<file path="config.mk">
export PLATFORM = sky130hd
export DESIGN_NAME = mem_bus_arbiter
export DESIGN_NICKNAME = d
export VERILOG_FILES = /design/src/rtl/mem_arb_pkg.sv /design/src/rtl/mem_arb_mux.sv /design/src/rtl/mem_bus_arbiter.sv
export SDC_FILE = /design/constraint.sdc
export NUM_CORES = 1
export LEC_CHECK = 0
export ABC_AREA = 1
export BUFFER_PORTS_ARGS = -buffer_cell sky130_fd_sc_hd__buf_2
export CORE_UTILIZATION = 29
export DETAILED_ROUTE_END_ITERATION = 12
export MAX_ROUTING_LAYER = met4
export PLACE_DENSITY = 0.58
export SYNTH_ARGS = -nofsm -noshare
export SYNTH_HDL_FRONTEND = slang
export SYNTH_SLANG_ARGS = --single-unit
</file>
<file path="constraint.sdc">
create_clock -name clk -period 3.49 [get_ports clk]
set_clock_uncertainty 0.05 [all_clocks]
set_input_delay 0.1745 -clock clk [delete_from_list [all_inputs] [get_ports clk]]
set_output_delay 0.1745 -clock clk [all_outputs]
set_load 0.005 [all_outputs]
</file>
<file path="src/rtl/mem_arb_pkg.sv">
// Shared types and constants for the main-memory bus arbiter: FSM states,
// owner encoding and the word-counter helper.
package mem_arb_pkg;

    localparam int WORD_SIZE = 16;
    localparam int CNT_W     = 4;

    typedef enum logic [2:0] {
        IDLE     = 3'd0,
        IC_XFER  = 3'd1,
        DC_XFER  = 3'd2,
        DMA_OWN  = 3'd3,
        DMA_XFER = 3'd4
    } arb_state_e;

    typedef enum logic [1:0] {
        OWN_NONE = 2'd0,
        OWN_IC   = 2'd1,
        OWN_DC   = 2'd2,
        OWN_DMA  = 2'd3
    } owner_e;

    // DMA word counter stops at its maximum instead of wrapping back through the burst value
    function automatic logic [CNT_W-1:0] sat_inc(input logic [CNT_W-1:0] v);
        logic [CNT_W-1:0] r;
        if (v == {CNT_W{1'b1}}) begin
            r = v;
        end else begin
            r = v + {{(CNT_W-1){1'b0}}, 1'b1};
        end
        return r;
    endfunction

endpackage

</file>
<file path="src/rtl/mem_arb_mux.sv">
// Selects the address, write enable and write data of the requester being
// launched onto the memory port.
module mem_arb_mux
    import mem_arb_pkg::*;
(
    input  logic [1:0]           sel,
    input  logic [WORD_SIZE-1:0] ic_addr,
    input  logic                 dc_we,
    input  logic [WORD_SIZE-1:0] dc_addr,
    input  logic [WORD_SIZE-1:0] dc_wdata,
    input  logic                 dma_we,
    input  logic [WORD_SIZE-1:0] dma_addr,
    input  logic [WORD_SIZE-1:0] dma_wdata,
    output logic [WORD_SIZE-1:0] sel_addr,
    output logic                 sel_we,
    output logic [WORD_SIZE-1:0] sel_wdata
);

    // Owner-indexed field select; the I-cache only ever reads
    always_comb begin
        sel_addr  = {WORD_SIZE{1'b0}};
        sel_we    = 1'b0;
        sel_wdata = {WORD_SIZE{1'b0}};
        case (owner_e'(sel))
            OWN_IC: begin
                sel_addr = ic_addr;
            end
            OWN_DC: begin
                sel_addr  = dc_addr;
                sel_we    = dc_we;
                sel_wdata = dc_wdata;
            end
            OWN_DMA: begin
                sel_addr  = dma_addr;
                sel_we    = dma_we;
                sel_wdata = dma_wdata;
            end
            default: begin
                sel_addr  = {WORD_SIZE{1'b0}};
                sel_we    = 1'b0;
                sel_wdata = {WORD_SIZE{1'b0}};
            end
        endcase
    end

endmodule

</file>
<file path="src/rtl/mem_bus_arbiter.sv">
// Arbiter for the shared main-memory port: per-word cache grants and a
// bus-request/bus-grant DMA tenure preempted at burst boundaries.
module mem_bus_arbiter
    import mem_arb_pkg::*;
#(
    parameter int unsigned DMA_BURST = 4
) (
    input  logic                 clk,
    input  logic                 reset,
    input  logic                 ic_req,
    input  logic [WORD_SIZE-1:0] ic_addr,
    output logic [WORD_SIZE-1:0] ic_rdata,
    output logic                 ic_ack,
    input  logic                 dc_req,
    input  logic                 dc_we,
    input  logic [WORD_SIZE-1:0] dc_addr,
    input  logic [WORD_SIZE-1:0] dc_wdata,
    output logic [WORD_SIZE-1:0] dc_rdata,
    output logic                 dc_ack,
    input  logic                 dma_br,
    output logic                 dma_bg,
    input  logic                 dma_req,
    input  logic                 dma_we,
    input  logic [WORD_SIZE-1:0] dma_addr,
    input  logic [WORD_SIZE-1:0] dma_wdata,
    output logic [WORD_SIZE-1:0] dma_rdata,
    output logic                 dma_ack,
    output logic                 mem_req,
    output logic                 mem_we,
    output logic [WORD_SIZE-1:0] mem_addr,
    output logic [WORD_SIZE-1:0] mem_wdata,
    input  logic [WORD_SIZE-1:0] mem_rdata,
    input  logic                 mem_ack
);

    localparam logic [CNT_W-1:0] BURST_CNT = CNT_W'(DMA_BURST);

    arb_state_e           state_q,     state_d;
    logic                 mem_req_q,   mem_req_d;
    logic                 mem_we_q,    mem_we_d;
    logic [WORD_SIZE-1:0] mem_addr_q,  mem_addr_d;
    logic [WORD_SIZE-1:0] mem_wdata_q, mem_wdata_d;
    logic [WORD_SIZE-1:0] ic_rdata_q,  ic_rdata_d;
    logic [WORD_SIZE-1:0] dc_rdata_q,  dc_rdata_d;
    logic [WORD_SIZE-1:0] dma_rdata_q, dma_rdata_d;
    logic                 ic_ack_q,    ic_ack_d;
    logic                 dc_ack_q,    dc_ack_d;
    logic                 dma_ack_q,   dma_ack_d;
    logic                 dma_bg_q,    dma_bg_d;
    logic [CNT_W-1:0]     cnt_q,       cnt_d;

    owner_e               sel_s;
    logic [WORD_SIZE-1:0] sel_addr_s;
    logic                 sel_we_s;
    logic [WORD_SIZE-1:0] sel_wdata_s;

    // Who would be launched this cycle: fixed DC > IC priority in IDLE, DMA only in its own tenure
    always_comb begin
        sel_s = OWN_NONE;
        case (state_q)
            IDLE: begin
                if (dc_req) begin
                    sel_s = OWN_DC;
                end else if (ic_req) begin
                    sel_s = OWN_IC;
                end else begin
                    sel_s = OWN_NONE;
                end
            end
            DMA_OWN: begin
                sel_s = OWN_DMA;
            end
            default: begin
                sel_s = OWN_NONE;
            end
        endcase
    end

    mem_arb_mux u_mux (
        .sel       (sel_s),
        .ic_addr   (ic_addr),
        .dc_we     (dc_we),
        .dc_addr   (dc_addr),
        .dc_wdata  (dc_wdata),
        .dma_we    (dma_we),
        .dma_addr  (dma_addr),
        .dma_wdata (dma_wdata),
        .sel_addr  (sel_addr_s),
        .sel_we    (sel_we_s),
        .sel_wdata (sel_wdata_s)
    );

    // Next-state and next-output computation for the arbitration FSM
    always_comb begin
        state_d     = state_q;
        mem_req_d   = mem_req_q;
        mem_we_d    = mem_we_q;
        mem_addr_d  = mem_addr_q;
        mem_wdata_d = mem_wdata_q;
        ic_rdata_d  = ic_rdata_q;
        dc_rdata_d  = dc_rdata_q;
        dma_rdata_d = dma_rdata_q;
        ic_ack_d    = 1'b0;
        dc_ack_d    = 1'b0;
        dma_ack_d   = 1'b0;
        dma_bg_d    = dma_bg_q;
        cnt_d       = cnt_q;
        case (state_q)
            IDLE: begin
                if (dc_req || ic_req) begin
                    mem_req_d   = 1'b1;
                    mem_we_d    = sel_we_s;
                    mem_addr_d  = sel_addr_s;
                    mem_wdata_d = sel_wdata_s;
                    state_d     = dc_req ? DC_XFER : IC_XFER;
                end else if (dma_br) begin
                    dma_bg_d = 1'b1;
                    cnt_d    = {CNT_W{1'b0}};
                    state_d  = DMA_OWN;
                end else begin
                    state_d = IDLE;
                end
            end
            IC_XFER: begin
                if (mem_ack) begin
                    mem_req_d  = 1'b0;
                    ic_rdata_d = mem_rdata;
                    ic_ack_d   = 1'b1;
                    state_d    = IDLE;
                end else begin
                    state_d = IC_XFER;
                end
            end
            DC_XFER: begin
                if (mem_ack) begin
                    mem_req_d = 1'b0;
                    if (!mem_we_q) begin
                        dc_rdata_d = mem_rdata;
                    end else begin
                        dc_rdata_d = dc_rdata_q;
                    end
                    dc_ack_d = 1'b1;
                    state_d  = IDLE;
                end else begin
                    state_d = DC_XFER;
                end
            end
            DMA_OWN: begin
                if (dma_req) begin
                    mem_req_d   = 1'b1;
                    mem_we_d    = sel_we_s;
                    mem_addr_d  = sel_addr_s;
                    mem_wdata_d = sel_wdata_s;
                    state_d     = DMA_XFER;
                end else if (!dma_br) begin
                    dma_bg_d = 1'b0;
                    state_d  = IDLE;
                end else begin
                    state_d = DMA_OWN;
                end
            end
            DMA_XFER: begin
                if (mem_ack) begin
                    mem_req_d = 1'b0;
                    if (!mem_we_q) begin
                        dma_rdata_d = mem_rdata;
                    end else begin
                        dma_rdata_d = dma_rdata_q;
                    end
                    dma_ack_d = 1'b1;
                    cnt_d     = sat_inc(cnt_q);
                    // Cache traffic only forces a release exactly at the burst boundary
                    if ((cnt_d == BURST_CNT) && (ic_req || dc_req)) begin
                        dma_bg_d = 1'b0;
                        state_d  = IDLE;
                    end else if (!dma_br) begin
                        dma_bg_d = 1'b0;
                        state_d  = IDLE;
                    end else begin
                        state_d = DMA_OWN;
                    end
                end else begin
                    state_d = DMA_XFER;
                end
            end
            default: begin
                mem_req_d = 1'b0;
                dma_bg_d  = 1'b0;
                state_d   = IDLE;
            end
        endcase
    end

    // State and registered-output flops; reset abandons any word in flight
    always_ff @(posedge clk or posedge reset) begin
        if (reset) begin
            state_q     <= IDLE;
            mem_req_q   <= 1'b0;
            mem_we_q    <= 1'b0;
            mem_addr_q  <= {WORD_SIZE{1'b0}};
            mem_wdata_q <= {WORD_SIZE{1'b0}};
            ic_rdata_q  <= {WORD_SIZE{1'b0}};
            dc_rdata_q  <= {WORD_SIZE{1'b0}};
            dma_rdata_q <= {WORD_SIZE{1'b0}};
            ic_ack_q    <= 1'b0;
            dc_ack_q    <= 1'b0;
            dma_ack_q   <= 1'b0;
            dma_bg_q    <= 1'b0;
            cnt_q       <= {CNT_W{1'b0}};
        end else begin
            state_q     <= state_d;
            mem_req_q   <= mem_req_d;
            mem_we_q    <= mem_we_d;
            mem_addr_q  <= mem_addr_d;
            mem_wdata_q <= mem_wdata_d;
            ic_rdata_q  <= ic_rdata_d;
            dc_rdata_q  <= dc_rdata_d;
            dma_rdata_q <= dma_rdata_d;
            ic_ack_q    <= ic_ack_d;
            dc_ack_q    <= dc_ack_d;
            dma_ack_q   <= dma_ack_d;
            dma_bg_q    <= dma_bg_d;
            cnt_q       <= cnt_d;
        end
    end

    assign mem_req   = mem_req_q;
    assign mem_we    = mem_we_q;
    assign mem_addr  = mem_addr_q;
    assign mem_wdata = mem_wdata_q;
    assign ic_rdata  = ic_rdata_q;
    assign dc_rdata  = dc_rdata_q;
    assign dma_rdata = dma_rdata_q;
    assign ic_ack    = ic_ack_q;
    assign dc_ack    = dc_ack_q;
    assign dma_ack   = dma_ack_q;
    assign dma_bg    = dma_bg_q;

endmodule

</file>
==> out/metrics.cfg, run 1 <==
[status]
status = finished clean

[yosys]
ys.flop_type = dfrtp_1
yosysWarnings = 0
synth.avg_cell_area_sq_um = 7.82
syn-cell-area_sq_um = 4340
synthArstFlopShare_pct = 100
synth.most_common_cell = nand2_1
synth_area_leaders = dfrtp_1 54%, nand2_1 21%, o21ai_0 6.1%
yosysUniqueCellTypes = 24
synth_fp_nets = 661
synth_edf_count = 0
synth_cells = 555
netlist_top_cells_count = 241 x nand2_1, 93 x dfrtp_1, 53 x o21ai_0
yosysSeqAreaShare_pct = 53.6
synth-seq-cells = 93
synth_top_area_share_pct = 53.6
yosys.area.top_type = dfrtp_1

[clocking]
clockBufferDepth = 2
clock_sinks = 93
cts.root.buffer_cell = clkbuf_16
htree_levels = 3
cts-buffers-inserted = 9
cts_tree = done
cts_setup_buffers = 0
clk_latency_ps = 350
clkTransAtPathRegs_ps = 70

[detailed_routing]
ant_nets = 0
vias = 4169
drt_iter0_drc = 233
routed_wl_mm = 12.4
wire_per_inst_um = 13.5
drc = 0
firstDrtPassIters = 4
avgViaCountPerCell = 4.53

[power_and_ir_drop]
p_sw_mw = 1.71
p_seq_share_pct = 38.5
peakVddDrop_mv = 0.343
p_int_mw = 2.68
fin_total_pwr_mw = 4.39
power_density_nw_per_um2 = 767
pwr-share-comb_pct = 38.4
p_leak_nw = 3.28
clkPwrFrac_pct = 23.0
swShare_pct = 38.9

[finish]
area.growth.synth_to_final_pct = 31.9
final_util_pct = 39.2
nets = 837
drive_above_1_share_pct = 30.2

[global_route]
grt_first_pass_wirelength_mm = 20.2
grt_overflow = 0
antenna_found_initial = 1
grt_max_degree = 64
grt_pass1_vias = 4043
grtUsageTotal_pct = 17.0

[die]
io_pins = 191
rows = 44
die_height_um = 124
core_sq_um = 14600
die_w_um = 124
fp.dieArea_sq_um = 15500
start_util_pct = 29.8

[setup_path]
arrival_ps = 2670
cp_slowest_cell = inv_2
critPathRequiredTime_ps = 3720
worstPathCellList = nand2_2 -> nor2_4 -> buf_4 -> inv_2 -> nand2_2 -> nand3_4 -> inv_2 -> nand2_1 -> nand2_1
path_max_fanout = 36
max_stage_delay_ps = 600
r2r_start = state_q[0]
crit_start = state_q[0]
end_kind = flip-flop
critPathLaunchType = flip-flop
path_class = reg2reg
worst-path-buf-inv = 3
crit_family = buffers and inverters

[timing]
worst_pin_slew_ps = 1000
setup_viol = 0
setup-tns-final_ps = 0
rsz0062_at_grt = false
final_hold_viol_count = 0
slew_violations = 0
fmaxAchievable_ghz = 0.410
fin_crit_ps = 2440
max_slew_margin_pct = 33.1
post-route-period-util_pct = 69.8

[place]
dpl.hpwl_mm = 8.92
io_buffers = 190
gp_congestion = 0.818

[min_path]
hold_start = dma_req
hp-class = in2reg

[run]
cap_violations = 0

==> power by group through the flow <==
| stage | combinational, mW | clock, mW | sequential, mW |
|---|---|---|---|
| final | 1.69 | 1.01 | 1.69 |
| after global routing | 1.93 | 1.09 | 1.74 |
| after CTS | 1.73 | 1.05 | 1.69 |
| after detailed placement | 1.73 | 0 | 1.70 |
| after global placement | 1.69 | 0 | 1.70 |
| after floorplan | 1.06 | 0 | 1.72 |
==> cell type report <==
type	instances	area (sq um)
flip-flops and latches	93	2330
multi-input cells	392	1710
inverters	39	149
clock inverters	5	65.1
repair buffers	196	998
clock buffers	11	243
well taps	184	230
diodes	1	2.50
fillers	1523	8860
==> per-layer routing <==
layer | GRT usage, % | wire, um
met1 | 20.7 | 5700
met3 | 5.46 | 993
met5 | - | 0
met4 | 4.89 | 106
met2 | 26.8 | 5620
==> cells in the final DEF, fill, tap and decap left out, drive strengths merged <==
| cell type | netlist | final |
|---|---|---|
| clkinv | 1 | 3 |
| a21oi | 6 | 6 |
| o22ai | 1 | 1 |
| o21ai | 53 | 53 |
| bufinv | 0 | 1 |
| a31oi | 1 | 1 |
| ha | 1 | 1 |
| nor2 | 15 | 15 |
| nand2 | 243 | 243 |
| buf | 19 | 195 |
| inv | 38 | 40 |
| dfrtp | 93 | 93 |
| nand3 | 53 | 53 |
| clkbuf | 12 | 11 |
| nor4 | 1 | 1 |
| nand4 | 17 | 17 |
| diode | 0 | 1 |
| nor3 | 1 | 1 |
| dlygate4sd3 | 0 | 1 |
==> state kept, by name (all words and copies together) (netlist names), 3 cells and up <==
name / count
dc_rdata: 16
ic_rdata: 16
state_q: 3
dma_rdata: 16
mem_wdata: 16
mem_addr: 16
cnt_q: 4
==> worst paths after layout <==
kind                                      to  slack [ps]  depth (start not counted)
worst max register to register  mem_addr[10]        1050                          9
worst max-delay path            mem_addr[10]        1050                          9
max in group asynchronous       mem_addr[10]        2180                          4
min in group asynchronous        dc_rdata[7]         480                          3
worst min register to register  mem_addr[15]         430                          2
worst min-delay path              state_q[2]          40                          3
==> logic make-up after synthesis <==
logic type	share of synthesized area, %
DFF	53.6
and+or+nand+nor	32.0
buffers and inverters	7.00
AOI/OAI and AO/OA	7.09
adders and majority gates	0.288
==> metrics by stage <==
step                hold slack, ps  area, sq um  cells  setup WS [ps]
detailed placement             337         5400    903           1010
CTS                           27.3         5720    920            998
finish                        43.5         5720    921           1050
floorplan                      253         4340    555            845
global route                  57.9         5720    921            759
global placement               336         5400    903           1130
==> worst min-delay path: cells and delay by family <==
family	cells	cell delay (ps)
buf+inv	1	90
simple gates	2	130
==> repair_timing <==
action	CTS	global route
setup endpoints to repair	0	0
resized for setup	0	0
hold buffers	1	0
hold endpoints to repair	61	0
Power figures use the tool's default switching activity.
==> run 2: changes to the inputs <==
- ABC_AREA: 1 -> 0
- PLACE_DENSITY: 0.58 -> 0.61
- clock period: 3.49 -> 2.1 ns (I/O delays scaled with it)
==> out/metrics.cfg, run 2 <==
[status]
status = finished clean

[clocking]
cts_setup_buffers = 0  ; unchanged
clock_sinks = 93  ; unchanged
clkTransAtPathRegs_ps = 70  ; about the same
cts-buffers-inserted = 9  ; unchanged
ctsResizeCount = 0  ; unchanged
htree_levels = 3  ; unchanged
clockBufferDepth = 2  ; unchanged
clk_latency_ps = 340  ; about the same
cts.root.buffer_cell = clkbuf_16
cts_tree = done

[finish]
area.growth.synth_to_final_pct = 42.4
diodes = 0  ; -1
final_cell_mix = 190 x buf_2, 93 x dfrtp_1, 48 x mux2_2
drive_above_1_share_pct = 50.5  ; +20 points
nets = 644  ; -23%
final_common_cell = buf_2
fill_cells = 1297  ; -15%
stdcell_area_sq_um = 5990  ; +4.6%

[yosys]
yosys.area.top_type = dfrtp_1
ys.flop_type = dfrtp_1
yosysSeqAreaShare_pct = 55.4  ; +1.7 points
yosysUniqueCellTypes = 44  ; +83%
synth_fp_nets = 423  ; -36%
synth_top_family_by_area = multiplexers
synth_compound_area_share_pct = 15.5  ; +8.4 points
synth_top_area_share_pct = 55.4  ; +1.7 points
syn-cell-area_sq_um = 4200  ; -3.1%
synthArstFlopShare_pct = 100  ; unchanged
synthMuxAreaShare_pct = 16.7  ; +17 points
yosysWarnings = 0  ; unchanged
synth.avg_cell_area_sq_um = 13.3  ; +70%
synth.most_common_cell = dfrtp_1
synthSimpleGateAreaFrac_pct = 6.22  ; -26 points
synth_edf_count = 0  ; unchanged
synth_area_leaders = dfrtp_1 55%, mux2_2 13%, a222oi_1 3.8%
netlist_top_cells_count = 93 x dfrtp_1, 48 x mux2_2, 20 x inv_1
synth_cells = 317  ; -43%
yosys.area_share.xor_xnor_pct = 0  ; unchanged
synth-seq-cells = 93  ; unchanged
synthAdderAreaFrac_pct = 0.298  ; +0.0094 points

[detailed_routing]
routed_wl_mm = 11.1  ; -10%
drc = 0  ; unchanged
ant_nets = 0  ; unchanged
wire_per_inst_um = 15.4  ; +14%
vias = 3495  ; -16%
drt_iter0_drc = 166  ; -29%
firstDrtPassIters = 8  ; +4
avgViaCountPerCell = 4.83  ; +6.8%

[global_route]
busiest_layer = met2
grt_max_degree = 94  ; +47%
use_met1_pct = 18.0  ; -2.7 points
grt_util_met2_pct = 25.2  ; -1.6 points
grtUsageTotal_pct = 15.5  ; -1.5 points
gr-usage-met3_pct = 3.76  ; -1.7 points
grt_first_pass_wirelength_mm = 17.2  ; -15%
grt_pass1_vias = 3439  ; -15%
grt_overflow = 0  ; unchanged
antenna_found_initial = 0  ; -1

[die]
die_height_um = 122  ; -1.6%
io_pins = 191  ; unchanged
die_w_um = 122  ; -1.6%
fp.dieArea_sq_um = 15000  ; -3.1%
rows = 43  ; -2.3%
core_sq_um = 14000  ; -4.1%
start_util_pct = 30.1  ; +0.30 points

[setup_path]
worst-path-buf-inv = 0  ; -3
crit_family = compound AO/OA/AOI/OAI gates
critPathRequiredTime_ps = 2260  ; -1460 ps
path_class = reg2reg
end_kind = flip-flop
path_max_fanout = 17  ; -53%
cp_slowest_cell = dfrtp_1
max_stage_delay_ps = 570  ; -30 ps
critPathLaunchType = flip-flop
worstPathCellList = nor2_8 -> o21ai_0 -> a21o_1 -> o2bb2ai_1
arrival_ps = 2010  ; -660 ps

[timing]
setup-tns-final_ps = 0  ; unchanged
final_hold_viol_count = 0  ; unchanged
post-route-period-util_pct = 88.1  ; +18 points
worst_pin_slew_ps = 596  ; -404 ps
fmaxAchievable_ghz = 0.541  ; +32%
setup_viol = 0  ; unchanged
max_slew_margin_pct = 60.3  ; +27 points
finalWorstSetupSlack_ps = 251  ; -802 ps
slew_violations = 0  ; unchanged
rsz0062_at_grt = false
hold-worst-slack_ps = 13.6  ; -29.9 ps
fin_crit_ps = 1850  ; -588 ps

[power_and_ir_drop]
peakVddDrop_mv = 0.483  ; +41%
p_leak_nw = 2.93  ; -11%
power_density_nw_per_um2 = 1300  ; +69%

[min_path]
hp-class = in2reg

[place]
gp_congestion = 0.759  ; -7.2%
place_ws_ps = 261  ; -749 ps
post_dp_cell_area_sq_um = 5360  ; -0.86%
dpl.hpwl_mm = 7.55  ; -15%
io_buffers = 190  ; unchanged

[run]
cap_violations = 0  ; unchanged

[run 2: changes by cell type after synthesis, moves of 7 or more]
cell / delta
o21ai_0: -48
a22oi_1: +18
mux2i_1: +16
buf_2: -7
nand3_1: -47
clkbuf_1: -10
inv_1: -14
mux2_2: +48
a222oi_1: +16
o2bb2ai_1: +18
nand4_1: -16
nand2_1: -235
[run 2: layout make-up]
class / count / area [sq um] / area share [%]
Multi-Input combinational cell: 182 / 1630 / 27.1
Timing Repair Buffer: 232 / 1420 / 23.7
Tap cell: 180 / 225 / 3.76
Inverter: 20 / 78.8 / 1.32
Clock inverter: 6 / 71.3 / 1.19
Sequential cell: 93 / 2330 / 38.9
Clock buffer: 10 / 239 / 3.99
[run 2: power breakdown]
group / internal, mW / switching [mW]
logic: 1.68 / 1.44
registers: 2.52 / 0.477
clock network: 0.965 / 0.709
[run 2: through the flow]
step / power, mW / utilization, % / cells
after CTS: 7.89 / 42.8 / 723
after global routing: 8.31 / 42.8 / 723
after detailed placement: 6.13 / 38.3 / 675
after floorplan: 4.93 / - / 317
final: 7.78 / 42.8 / 723
after global placement: 6.03 / 38.3 / 675
[run 2: per-layer routing]
layer	wire length (um)	vias up	part of all wire (%)
met2	5530	135	50
li1	-	1644	-
met5	0	-	0
met1	4670	1697	42
met4	251	0	2.3
met3	682	19	6.1
[run 2: cells by family (layout without fill, tap and decap cells)]
group,Yosys count,in the layout
compound gates,79,79
fa+ha+maj,1,1
buf+inv,42,268
flops,93,93
mux,64,64
simple gates,38,38
[run 2: final timing paths]
path	slack, ps	depth (start not counted)	startpoint	end
max in group asynchronous	1200	4	reset	mem_addr[8]
max reg2reg	250	4	state_q[0]	mem_wdata[1]
min	10	3	dc_wdata[4]	mem_wdata[4]
min reg2reg	430	1	mem_req	mem_req
min in group asynchronous	350	4	reset	ic_rdata[11]
max	250	4	state_q[0]	mem_wdata[1]
[run 2: tightest hold or removal path, cell delays in order]
cell,delay [ps]
buf_2,80
a22oi_1,60
o2bb2ai_1,130
[run 2: repair_timing]
item,CTS,global route
hold buffers,32,0
setup endpoints to repair,0,0
hold endpoints to repair,151,0
